`config.mk`:
```
export PLATFORM = sky130hd
export DESIGN_NAME = core_apb_bridge
export DESIGN_NICKNAME = d
export VERILOG_FILES = /design/src/rtl/core_apb_bridge.sv
export SDC_FILE = /design/constraint.sdc
export NUM_CORES = 1
export LEC_CHECK = 0
export CAP_MARGIN = 20
export CORE_MARGIN = 2
export CORE_UTILIZATION = 55
export DETAILED_ROUTE_END_ITERATION = 12
export DONT_BUFFER_PORTS = 1
export PLACE_DENSITY = 0.7
export RECOVER_POWER = 100
export SLEW_MARGIN = 20
export SYNTH_ARGS = -nofsm -noshare
export SYNTH_HDL_FRONTEND = slang
export SYNTH_SLANG_ARGS = --single-unit
```
`constraint.sdc`:
```
create_clock -name clk -period 2.8 [get_ports clk]
set_clock_uncertainty 0.15 [all_clocks]
set_input_delay 0.7 -clock clk [delete_from_list [all_inputs] [get_ports clk]]
set_output_delay 0.7 -clock clk [all_outputs]
set_load 0.02 [all_outputs]
```
`src/rtl/core_apb_bridge.sv`:
```
// core_apb_bridge: turns single core data requests into APB transfers.
// One transaction in flight; an ACCESS phase that stalls too long is
// aborted and answered with an error response.
module core_apb_bridge #(
  parameter int unsigned TIMEOUT_CYCLES = 255  // 1..65535
) (
  input  logic        clk,
  input  logic        rst,            // asynchronous, active-low
  // core data port
  input  logic        data_req_i,
  output logic        data_gnt_o,
  output logic        data_rvalid_o,
  input  logic        data_we_i,
  input  logic [3:0]  data_be_i,
  input  logic [31:0] data_addr_i,
  input  logic [31:0] data_wdata_i,
  output logic [31:0] data_rdata_o,
  output logic        data_err_o,
  // APB requester
  output logic [31:0] paddr_o,
  output logic        psel_o,
  output logic        penable_o,
  output logic        pwrite_o,
  output logic [31:0] pwdata_o,
  output logic [3:0]  pstrb_o,
  input  logic [31:0] prdata_i,
  input  logic        pready_i,
  input  logic        pslverr_i
);

  typedef enum logic [1:0] {
    ST_IDLE,
    ST_SETUP,
    ST_ACCESS,
    ST_RESP
  } state_t;

  // Counter value seen on the last ACCESS cycle allowed before abort.
  localparam logic [15:0] TO_LAST = 16'(TIMEOUT_CYCLES - 1);

  state_t      r_state;
  state_t      w_next;
  logic        w_gnt;
  logic        w_done;
  logic        w_timeout;
  logic        w_apb_active;

  logic [31:0] r_addr;
  logic        r_we;
  logic [3:0]  r_be;
  logic [31:0] r_wdata;
  logic [31:0] r_rdata;
  logic        r_err;
  logic [15:0] r_cnt;

  // Grant is combinational; the rst term keeps it low while reset is held.
  assign w_gnt = (r_state == ST_IDLE) && data_req_i && rst;

  // Next-state decode; pready takes priority over the timeout.
  always_comb begin
    // NOTE: every signal driven here gets a default first, so no path
    // through the case can leave it unassigned and infer a latch.
    w_next    = r_state;
    w_done    = 1'b0;
    w_timeout = 1'b0;
    unique case (r_state)
      ST_IDLE:   if (w_gnt) w_next = ST_SETUP;
      ST_SETUP:  w_next = ST_ACCESS;
      ST_ACCESS: begin
        if (pready_i) begin
          w_done = 1'b1;
          w_next = ST_RESP;
        end else if (r_cnt == TO_LAST) begin
          w_timeout = 1'b1;
          w_next    = ST_RESP;
        end
      end
      ST_RESP:   w_next = ST_IDLE;
      default:   w_next = ST_IDLE;
    endcase
  end

  // State register.
  always_ff @(posedge clk or negedge rst) begin
    // NOTE: state is updated with non-blocking assignments so every flop
    // samples the values from before this edge, independent of block order.
    if (!rst) r_state <= ST_IDLE;
    else      r_state <= w_next;
  end

  // Capture the request on the grant cycle; held through SETUP/ACCESS.
  always_ff @(posedge clk or negedge rst) begin
    if (!rst) begin
      r_addr  <= '0;
      r_we    <= 1'b0;
      r_be    <= '0;
      r_wdata <= '0;
    end else if (w_gnt) begin
      r_addr  <= data_addr_i;
      r_we    <= data_we_i;
      r_be    <= data_be_i;
      r_wdata <= data_wdata_i;
    end
  end

  // Stall counter: cleared on SETUP entry, counts ACCESS cycles without pready.
  always_ff @(posedge clk or negedge rst) begin
    if (!rst) begin
      r_cnt <= '0;
    end else if (w_gnt) begin
      r_cnt <= '0;
    end else if (r_state == ST_ACCESS && !pready_i) begin
      r_cnt <= r_cnt + 16'd1;
    end
  end

  // Response capture: completer data/error, or a synthetic error on timeout.
  always_ff @(posedge clk or negedge rst) begin
    if (!rst) begin
      r_rdata <= '0;
      r_err   <= 1'b0;
    end else if (w_done) begin
      r_rdata <= r_we ? 32'h0 : prdata_i;
      r_err   <= pslverr_i;
    end else if (w_timeout) begin
      r_rdata <= 32'h0;
      r_err   <= 1'b1;
    end
  end

  // APB address/data are only driven while a transfer is on the bus.
  assign w_apb_active = (r_state == ST_SETUP) || (r_state == ST_ACCESS);

  assign data_gnt_o    = w_gnt;
  assign data_rvalid_o = (r_state == ST_RESP);
  assign data_rdata_o  = data_rvalid_o ? r_rdata : 32'h0;
  assign data_err_o    = data_rvalid_o & r_err;

  assign psel_o    = w_apb_active;
  assign penable_o = (r_state == ST_ACCESS);
  assign paddr_o   = w_apb_active ? {r_addr[31:2], 2'b00} : 32'h0;
  assign pwrite_o  = w_apb_active & r_we;
  assign pwdata_o  = (w_apb_active && r_we) ? r_wdata : 32'h0;
  assign pstrb_o   = (w_apb_active && r_we) ? r_be : 4'b0000;

endmodule
```
==> reports/qor.txt <==
Status: finished with violations
Violated checks: negative hold slack
Reg clk slew, reported paths: 50 ps
Mapped cell area: 5336 sq um
Sequential share of power: 36.6%
Kind of critical path: register to output pin
Final design utilization: 64.45%
Area grow syn2layout: 12.66%
Sequential Area: 2953 sq um
1st-pass router iterations: 6
Worst reg-to-reg path cell count: 7
Dominant cells by area after synthesis: dfrtp_1, nand2_1, and2_1
Final wirelength: 12140 microns
Register area share after synthesis: 55.33%
Cell Int Power: 4.728 mW
Total CTS buffers: 17
Layout cells sized above 1: 7.452%
I/O Pins: 212
RSZ-0062 raised after global routing: false
Final slew viol count: 0
CP required: 1950 ps
Later-pin clock latency in the skew report: 490 ps
Initial core utilization: 57.21%
Fmax: 373.0 MHz
P_sw: 2.954 mW
Setup TNS Final: 0 ps
CP Capture Type: output pin
IO buf count: 0
Crit path max fanout: 35
Combinational share of power: 35.9%
Hold WS: -246.7 ps
Fin nets: 678
Yosys cell types: 35
Postcts setup bufs: 0
Final setup violation count: 0
Clock Tree Root: clkbuf_8
Area of the multi-input gates: 2201 sq um
Tcrit/Tclk final: 95.76%
Fill cell count: 794
DRT iter0 DRCs: 167
Synth Warn #: 0
CTS sink cnt: 118
Clock Power Share: 27.6%
Crit start category: register
Synth top area share: 55.33%
Main synth FF type: dfrtp_1
H-tree levels: 4
Place WS: 579.2 ps
Gpl congestion: 0.7932
Gr ovfl total: 0
Synth area leader: dfrtp_1
# diodes: 0
All-Layer GR Usage: 22.95%
Post-synth EDFFs: 0
Final hold vios: 118
Core area: 9328 sq um
DIE WIDTH: 102.5 microns
Count leader, synth: nand2_1
Mean Syn Cell Area: 9.265 sq um
Slew margin rel.: 9.179%
Vias: 3895
Crit path arrival time: 1830 ps
Routed Antenna Nets: 0
Switching Share: 38.45%
Max Buffers Root-to-Sink: 2
Routed len/inst: 17.20 microns
Seq cells post-synth: 118
First-pass GRT wire length: 18750 microns
Setup ws final: 118.7 ps
Slew @ Worst Pin: 1362 ps
Row count: 35
Largest net degree at the start of global routing: 120
TritonCTS clock tree: yes
Hold WC Path Type: input port to async pin
Maximum capacitance violations: 0
Die area: 10510 sq um
Fin crit period: 2681 ps
Initial antenna violation count: 0
Leakage power: 3.129 nW
FFs w/ async S/R, synth: 100.0%
DP Wirelength: 7879 microns
Vias per std cell: 5.517
# DRC: 0
Die height: 102.5 microns
Most frequent cells after synthesis: nand2_1, dfrtp_1, and2_1
Vias in the first global route: 3776
Peak supply drop: 0.5856 mV
Pwr Density: 1278 nW/um^2
Mapped Cells: 576
==> routing by layer <==
metal  up-vias  global-route usage, %  wire (microns)
met4         0                  7.487             118
li1       1853                      -               -
met3         9                  6.576             822
met2       141                  37.20            6083
met5         -                      0               0
met1      1892                  30.03            5118
==> registers in the layout, summed over array words and instances (netlist names) <==
signal / flops
r_err: 1
r_state: 2
r_we: 1
r_wdata: 32
r_cnt: 16
r_rdata: 32
r_be: 4
r_addr: 30
==> stage by stage <==
stage                     cell area, sq um  hold slack, ps  total power [mW]  std cells
final                                 6012          -246.7             7.682        706
after global routing                  6012          -280.8             8.196        706
after CTS                             6006          -277.5             7.630        705
after detailed placement              5423           257.7             5.472        676
after global placement                5423           258.0             5.373        676
after floorplan                       5340           254.4             4.935        577
==> cell usage in the layout (no fill, tap or decap), types with 2 or more instances in the layout <==
| cell type | instances |
|---|---|
| o21ai_0 | 3 |
| clkbuf_8 | 4 |
| ha_1 | 4 |
| xor2_1 | 7 |
| a21oi_1 | 8 |
| and2_1 | 27 |
| nand4_1 | 3 |
| o211ai_1 | 2 |
| conb_1 | 2 |
| bufinv_16 | 3 |
| a22o_1 | 32 |
| inv_1 | 6 |
| or4_1 | 4 |
| nand2_1 | 210 |
| and3_1 | 37 |
| and4b_1 | 2 |
| buf_4 | 3 |
| clkbuf_2 | 4 |
| o31ai_1 | 2 |
| nor2_1 | 11 |
| or3_1 | 3 |
| nand3_1 | 6 |
| and2_0 | 38 |
| clkbuf_16 | 17 |
| clkinvlp_4 | 3 |
| clkinv_2 | 3 |
| dfrtp_1 | 118 |
==> power by group through the flow <==
stage               sequential, mW  clock [mW]  combinational [mW]
CTS                           2.80        2.16                2.66
global route                  2.90        2.26                3.04
detailed placement            2.81           0                2.66
finish                        2.81        2.12                2.76
floorplan                     2.70           0                2.23
global placement              2.78           0                2.59
==> logic make-up after synthesis <==
| logic type | synth area share [%] |
|---|---|
| compound gates | 7.362 |
| xor+xnor | 1.313 |
| mux | 0.2110 |
| simple gates | 31.00 |
| buf+inv | 3.540 |
| fa+ha+maj | 1.172 |
| flops | 55.33 |
| other cells | 0.07027 |
==> path summary, 6_finish.rpt <==
| kind | start | endpoint | slack (ps) |
|---|---|---|---|
| max reg2reg | r_state[0] | r_rdata[12] | 440 |
| min reg2reg | r_addr[3] | r_addr[3] | 310 |
| min in group clk | data_addr_i[4] | r_addr[4] | 160 |
| max in group asynchronous | rst | r_wdata[16] | 2550 |
| min | rst | r_state[0] | -250 |
| max | r_state[1] | pwdata_o[29] | 120 |
==> area by class of cell <==
class / count / share of cell area (%)
flip-flops and latches: 118 / 49.12
inverters: 6 / 0.3746
repair buffers: 10 / 1.519
well taps: 129 / 2.685
clock buffers: 20 / 7.575
multi-input cells: 414 / 36.61
clock inverters: 9 / 2.123
==> timing repair <==
action	4_1_cts	5_1_grt
resized for setup	0	8
endpoints found under the setup margin	0	57
hold endpoints to repair	118	118
==> worst max-delay path, cell delays in order, from the launching register on <==
cell and delay, ps:
dfrtp_1 390, inv_1 90, ha_4 330, buf_12 190, and3_1 330
(Power assumes the default switching activity.)
